### config.mk
export PLATFORM = sky130hd
export DESIGN_NAME = pixel_mean_divider
export DESIGN_NICKNAME = d
export VERILOG_FILES = /design/src/rtl/pixel_mean_divider.sv
export SDC_FILE = /design/constraint.sdc
export NUM_CORES = 1
export LEC_CHECK = 0
export ABC_CLOCK_PERIOD_IN_PS = 4500
export CAP_MARGIN = 20
export CORE_MARGIN = 2
export CORE_UTILIZATION = 30
export CTS_BUF_LIST = sky130_fd_sc_hd__clkbuf_4 sky130_fd_sc_hd__clkbuf_8
export DETAILED_ROUTE_END_ITERATION = 8
export GPL_TIMING_DRIVEN = 0
export PLACE_DENSITY_LB_ADDON = 0.15
export SYNTH_ARGS = -nofsm -noshare
export SYNTH_HDL_FRONTEND = slang
export SYNTH_SLANG_ARGS = --single-unit
### constraint.sdc
create_clock -name clk -period 4.5 [get_ports clk]
set_clock_uncertainty 0.1 [all_clocks]
set_input_delay 0.9 -clock clk [delete_from_list [all_inputs] [get_ports clk]]
set_output_delay 0.9 -clock clk [all_outputs]
set_load 0.05 [all_outputs]
### src/rtl/pixel_mean_divider.sv
// Mean-pixel divider: truncating sum/count via a restoring divider, one quotient
// bit per clock, with the result clamped to OUT_W bits and a divide-by-zero flag.
module pixel_mean_divider #(
  parameter int SUM_W = 22,
  parameter int CNT_W = 14,
  parameter int OUT_W = 8
) (
  input  logic             clk,
  input  logic             reset,
  input  logic             start,
  input  logic [SUM_W-1:0] sum_in,
  input  logic [CNT_W-1:0] count_in,
  output logic             busy,
  output logic             done,
  output logic [OUT_W-1:0] avg,
  output logic             sat,
  output logic             div_zero
);

  localparam int BIT_W = $clog2(SUM_W);
  localparam logic [BIT_W-1:0] LAST_BIT = BIT_W'(SUM_W - 1);

  typedef enum logic [1:0] {IDLE, DIV, FIN} state_t;

  state_t           state;
  logic [SUM_W-1:0] dividend;
  logic [SUM_W-1:0] quotient;
  logic [CNT_W-1:0] divisor;
  logic [CNT_W:0]   remainder;
  logic [BIT_W-1:0] bit_cnt;

  // The remainder stays below the divisor, so its low CNT_W bits plus the next
  // dividend bit form the trial value without losing anything.
  logic [CNT_W:0] trial;
  logic           fits;

  always_comb begin
    trial = {remainder[CNT_W-1:0], dividend[SUM_W-1]};
    fits  = (trial >= {1'b0, divisor});
  end

  always_ff @(posedge clk or negedge reset) begin
    if (!reset) begin
      state     <= IDLE;
      dividend  <= '0;
      quotient  <= '0;
      divisor   <= '0;
      remainder <= '0;
      bit_cnt   <= '0;
      busy      <= 1'b0;
      done      <= 1'b0;
      avg       <= '0;
      sat       <= 1'b0;
      div_zero  <= 1'b0;
    end else begin
      done <= 1'b0;
      case (state)
        IDLE: begin
          if (start) begin
            if (count_in == '0) begin
              avg      <= '1;
              div_zero <= 1'b1;
              sat      <= 1'b0;
              done     <= 1'b1;
            end else begin
              dividend  <= sum_in;
              divisor   <= count_in;
              remainder <= '0;
              quotient  <= '0;
              bit_cnt   <= LAST_BIT;
              busy      <= 1'b1;
              sat       <= 1'b0;
              div_zero  <= 1'b0;
              state     <= DIV;
            end
          end
        end

        DIV: begin
          remainder <= fits ? (trial - {1'b0, divisor}) : trial;
          quotient  <= {quotient[SUM_W-2:0], fits};
          dividend  <= {dividend[SUM_W-2:0], 1'b0};
          if (bit_cnt == '0) begin
            state <= FIN;
          end else begin
            bit_cnt <= bit_cnt - 1'b1;
          end
        end

        FIN: begin
          // Any quotient bit above the output width means the mean saturates.
          if (|quotient[SUM_W-1:OUT_W]) begin
            avg <= '1;
            sat <= 1'b1;
          end else begin
            avg <= quotient[OUT_W-1:0];
            sat <= 1'b0;
          end
          done  <= 1'b1;
          busy  <= 1'b0;
          state <= IDLE;
        end

        default: begin
          state <= IDLE;
          busy  <= 1'b0;
        end
      endcase
    end
  end

endmodule

==> flow_summary.yaml, run 1 <==
outcome:
  status: "finished, final reports clean"
synthesis:
  yosys.area.top_type_share_pct: 50.89
  async_flop_share_pct: 100.0
  synth_cell_type_count: 57
  syn_area_mm2: 0.004474
  syn_avg_cell_area_um2: 10.81
  ys_warn_count: 0
  synth.net_count: 470
  netlist_instances: 414
  ys_ff_latch: 91
  yosysMostFrequentCell: "dfrtp_1"
  ys_seq_area_share_pct: 50.89
  synth.top_cells.by_count: "dfrtp_1 (91), nand2_1 (58), o21ai_0 (36)"
  synth_top_cell_by_area: "dfrtp_1"
  synth_area_leaders: "dfrtp_1 (51%), mux2i_1 (6.7%), a22o_1 (4.9%)"
  synth_flop_cell: "dfrtp_1"
  synth-edff-count: 0
sta:
  relSlewSlack_pct: 52.47
  setup_viol: 0
  hold_viol: 0
  fmaxAchievable_ghz: 0.2873
  setup_ws_ns: 1.020
  rsz0062_at_grt: "no"
  fin_crit_sh_pct: 77.34
  hold_slack_ns: 0.3612
  tightest_slew_ns: 0.7092
  layout_min_cycle_time_ns: 3.480
  slew_violations: 0
power:
  clkPwrFrac_pct: 12.9
  switching_share_pct: 42.22
  total_power_mw: 4.631
  seq_power_share_pct: 31.5
  leakage_nw: 2.542
  combPwrFrac_pct: 55.6
  peakVddDrop_mv: 0.2352
  power_density_mw_per_mm2: 851.3
  p_switching_mw: 1.955
  p_int_mw: 2.676
critical_path:
  max_stage_delay_ns: 0.58
  critPathRequiredTime_ns: 4.67
  criticalPathCategory: "input port to register"
  critical_path.cell_chain: "clkdlybuf4s50_1 > nor4_1 > nand4_1 > nand2_1 > clkbuf_1 > mux2_2"
  reg2reg_depth: 11
  startpoint: "count_in[1]"
  cp.arrival_ns: 3.65
  r2r_start: "dividend[21]"
  reg2reg_slack_ns: 1.66
  cp-end-kind: "register"
  critPathMaxFanout: 10
  reg2reg_to: "remainder[10]"
  cp_slowest_cell: "nor4_1"
  start_kind: "input port"
placed_design:
  place_ws_ns: 0.5058
  port-buffer-count: 50
  place_inst: 649
  hpwl_um: 7658
  place.gp.congestion: 0.7769
die:
  pin_count: 51
  die_y_um: 126.1
  core_mm2: 0.01453
  die_area_mm2: 0.01591
  row_count: 44
  start_util_pct: 30.79
  dieWidth_um: 126.1
clocking:
  cts.sinks: 91
  postCtsSetupBuffers: 0
  cts_tree: "yes"
  ctsHtreeMaxLevel: 3
  clkLatencyLatePin_ns: 0.38
  cts_buffer_depth: 2
  cts_root_buf: "clkbuf_8"
  cts_buffers: 9
  clkTransAtPathRegs_ns: 0.10
  cts_resized: 0
  holdBufCountCts: 0
worst_hold_path:
  hold_path.class: "input port to async pin"
final_layout:
  layoutNonFillerInstCount: 665
  synthToLayoutAreaGrowth_pct: 21.59
  drive_gt1_share_pct: 8.732
  multi_input_area_mm2: 0.002021
  fillers: 1466
  final_nets: 532
  num_antenna_cells: 0
  seqCellArea_mm2: 0.002277
  fin_util_pct: 37.43
route:
  vias_per_cell: 5.071
  routed_wl_um: 10710
  via_count: 3372
  first_iter_violations: 140
  drtPass1Iterations: 4
  drtAntennaViolNets: 0
  wl_per_cell_um: 16.10
  drcViolationCount: 0
global_route:
  grt_pass1_wl_um: 17890
  antenna_found_initial: 0
  grt_pass1_vias: 3547
  grt-ovfl-total: 0
  grt_max_degree: 60
  track_usage_pct: 14.17
flow_run:
  maxCapViolations: 0
## power groups by stage
stage | registers (mW) | logic [mW] | clock network, mW
3_5_place_dp | 1.48 | 2.59 | 0
3_3_place_gp | 1.47 | 2.55 | 0
5_1_grt | 1.51 | 2.88 | 0.657
4_1_cts | 1.46 | 2.60 | 0.621
2_1_floorplan | 1.54 | 1.88 | 0
6_report | 1.46 | 2.57 | 0.599
## sequential cells by signal, summed over array words and instances (netlist names)
signal     cells
bit_cnt        5
dividend      22
busy           1
quotient      22
done           1
sat            1
div_zero       1
divisor       14
state          2
remainder     14
avg            8
## cells in the final DEF, fill, tap and decap left out, types with 10 or more instances in the layout
cell / Yosys / layout
dfrtp_1: 91 / 91
a21oi_1: 11 / 11
ha_1: 16 / 16
nor2_1: 11 / 11
clkbuf_1: 12 / 12
a22o_1: 25 / 25
clkbuf_8: 1 / 11
clkdlybuf4s50_1: 0 / 49
nand2_1: 58 / 58
mux2i_1: 30 / 30
o21ai_0: 36 / 36
nor4_1: 10 / 10
inv_1: 23 / 23
## area by class of cell
cell class | count | area share, %
Sequential cell | 91 | 41.86
Buffer | 17 | 1.656
Tap cell | 184 | 4.232
Multi-Input combinational cell | 283 | 37.14
Timing Repair Buffer | 51 | 9.660
Clock buffer | 10 | 2.530
Clock inverter | 6 | 1.334
Inverter | 23 | 1.587
## worst max path at each step
stage | slack (ns) | depth (start not counted) | end
finish | 1.02 | 6 | divisor[12]
global route | 0.79 | 8 | dividend[20]
CTS | 0.93 | 6 | divisor[12]
detailed placement | 0.51 | 6 | divisor[12]
global placement | -1.12 | 1 | avg[6]
floorplan | 1.86 | 11 | remainder[10]
## cells by family (layout without fill, tap and decap cells)
family | count (synthesis) | after routing | synth area share (%)
AO/OA/AOI/OAI | 111 | 111 | 17.84
AND/OR/NAND/NOR | 105 | 105 | 11.33
flip-flops | 91 | 91 | 50.89
buffers and inverters | 40 | 107 | 3.943
multiplexers | 38 | 38 | 8.725
adder cells (fa/ha/maj) | 17 | 17 | 4.922
XOR/XNOR | 12 | 12 | 2.349
## routing by layer
metal	wire, um	track usage, %
met5	0	0
met4	244	6.787
met3	420	3.356
met2	5097	22.68
met1	4943	18.11
## worst max-delay path, delay by kind of cell
kind / cells / cell delay, ns
AND/OR/NAND/NOR: 3 / 1.47
buffers and inverters: 2 / 0.89
multiplexers: 1 / 0.39
## stage by stage
| stage | setup TNS (ns) | area, um2 |
|---|---|---|
| after floorplan | 0 | 4474 |
| after global placement | -101.23 | 5205 |
| after detailed placement | 0 | 5230 |
| after CTS | 0 | 5440 |
| after global routing | 0 | 5440 |
| final | 0 | 5440 |
Power figures use the tool's default switching activity.
==> inputs of run 2 (changes only) <==
ABC_CLOCK_PERIOD_IN_PS = 3200   (was 4500)
clock period = 3.2 ns   (was 4.5 ns; I/O delays follow)
==> run 2 against run 1 <==
  * Non-clock buffer count shrank 1
  * Flip-flop and latch count unchanged
  * Clock power grew 40%
  * Setup slack worse by 0.77 ns
  * Critical endpoint is now dividend[19]
  * Die area unchanged
  * Critical path depth rose by 2
  * Sequential share of layout area down 0.12 points
  * Wire length down 0.66%
==> flow_summary.yaml, run 2 (synthesized netlist as in run 1, its figures left out) <==
final_layout:
  final_cell_mix: "dfrtp_1 (91), nand2_1 (57), clkdlybuf4s50_1 (49), o21ai_0 (36), mux2i_1 (30)"
  synthToLayoutAreaGrowth_pct: 21.92
  fillers: 1462
  drive_gt1_share_pct: 9.583
  final_nets: 531
  top_regs: "dividend (22), quotient (22)"
  final_common_cell: "dfrtp_1"
  layoutNonFillerInstCount: 664
  final_area_mm2: 0.005455
  num_antenna_cells: 0
power:
  peakVddDrop_mv: 0.3310
  power_density_mw_per_mm2: 1194
  total_power_mw: 6.515
  leakage_nw: 2.544
route:
  drtPass1Iterations: 4
  first_iter_violations: 152
  via_count: 3358
  wl_per_cell_um: 16.02
  routed_wl_um: 10640
  drcViolationCount: 0
  drtAntennaViolNets: 0
  vias_per_cell: 5.057
placed_design:
  postPlaceCellArea_mm2: 0.005230
  place_ws_ns: -0.5342
  port-buffer-count: 50
  place_inst: 649
  place.gp.congestion: 0.7769
  hpwl_um: 7658
critical_path:
  cp.arrival_ns: 3.15
  start_kind: "input port"
  criticalPathCategory: "input port to register"
  critPathMaxFanout: 10
  critPathRequiredTime_ns: 3.40
  cp-end-kind: "register"
clocking:
  cts_tree: "yes"
  cts_root_buf: "clkbuf_8"
  postCtsSetupBuffers: 0
  clkTransAtPathRegs_ns: 0.10
  holdBufCountCts: 0
  ctsHtreeMaxLevel: 3
  cts.sinks: 91
  clkLatencyLatePin_ns: 0.37
  cts_resized: 2
  cts_buffers: 9
  cts_buffer_depth: 2
die:
  row_count: 44
  core_mm2: 0.01453
  dieWidth_um: 126.1
  die_area_mm2: 0.01591
  start_util_pct: 30.79
  die_y_um: 126.1
  pin_count: 51
global_route:
  grt_pass1_vias: 3541
  grt-ovfl-total: 0
  grt_pass1_wl_um: 17900
  antenna_found_initial: 0
  grt_max_degree: 60
  track_usage_pct: 14.17
sta:
  final.setup.tns_ns: 0
  layout_min_cycle_time_ns: 2.954
  fmaxAchievable_ghz: 0.3385
  fin_crit_sh_pct: 92.31
  setup_viol: 0
  tightest_slew_ns: 0.7511
  setup_ws_ns: 0.2462
  slew_violations: 0
  rsz0062_at_grt: "no"
  relSlewSlack_pct: 49.65
  hold_viol: 0
flow_run:
  maxCapViolations: 0
worst_hold_path:
  hold_path.class: "input port to async pin"
outcome:
  status: "finished, final reports clean"
run 2: cell type report:
type,instances,area (um2),area share [%]
Sequential cell,91,2277,41.74
Clock inverter,6,72.57,1.330
Multi-Input combinational cell,283,2039,37.39
Timing Repair Buffer,51,525.5,9.633
Inverter,23,86.33,1.583
Buffer,16,86.33,1.583
Tap cell,184,230.2,4.220
Clock buffer,10,137.6,2.523
run 2: report_power, final:
| group | internal [mW] | switching (mW) | total, mW |
|---|---|---|---|
| sequential | 1.71 | 0.345 | 2.05 |
| clock | 0.391 | 0.450 | 0.841 |
| combinational | 1.67 | 1.96 | 3.62 |
| total | 3.76 | 2.75 | 6.51 |
run 2: routing by layer:
metal / track usage (%) / share of wire [%] / up-vias
met4: 6.787 / 1.9 / 0
met1: 18.11 / 46 / 1662
met2: 22.68 / 48 / 56
met3: 3.356 / 4.0 / 14
li1: - / - / 1626
met5: 0 / 0 / -
run 2: critical path: stages:
cell and delay, ns:
clkdlybuf4s50_1 0.43, nor4_1 0.56, a41oi_1 0.22, o21ai_2 0.37, buf_2 0.35, buf_1 0.39
nand2_1 0.11, o21ai_0 0.08
run 2: path summary, 6_finish.rpt:
check,startpoint,endpoint,slack (ns),cells past startpoint
worst max-delay path,count_in[11],dividend[19],0.25,8
worst min-delay path,reset,remainder[3],0.10,1
worst max register to register,dividend[21],remainder[10],0.35,11
worst min register to register,divisor[1],divisor[1],0.39,2
max in group asynchronous,reset,bit_cnt[0],2.24,2
min in group clk,divisor[1],divisor[1],0.39,2
run 2: metrics by stage:
| step | utilization, % | hold WS (ns) |
|---|---|---|
| finish | 37.53 | 0.1033 |
| global route | 37.53 | 0.1360 |
| CTS | 37.47 | 0.1141 |
| detailed placement | 35.98 | 0.3666 |
| global placement | 35.81 | 0.3653 |
| floorplan | - | 0.2444 |
==> inputs of run 3 (changes only) <==
ABC_CLOCK_PERIOD_IN_PS = 3750   (was 3200)
CTS_CLUSTER_DIAMETER = 80   (was not set)
clock period = 3.75 ns   (was 3.2 ns; I/O delays follow)
==> results of run 3 <==
Same layout as run 1 (identical final DEF). Status: finished, final reports clean.
Among the figures that moved: setup slack after placement 0.5058 ns -> -0.09425 ns; setup slack after layout 1.020 ns -> 0.4196 ns; hold slack 0.3612 ns -> 0.2112 ns; register-to-register setup slack 1.66 ns -> 0.91 ns; total power 4.631 mW -> 5.557 mW; worst IR drop on VDD 0.2352 mV -> 0.2823 mV
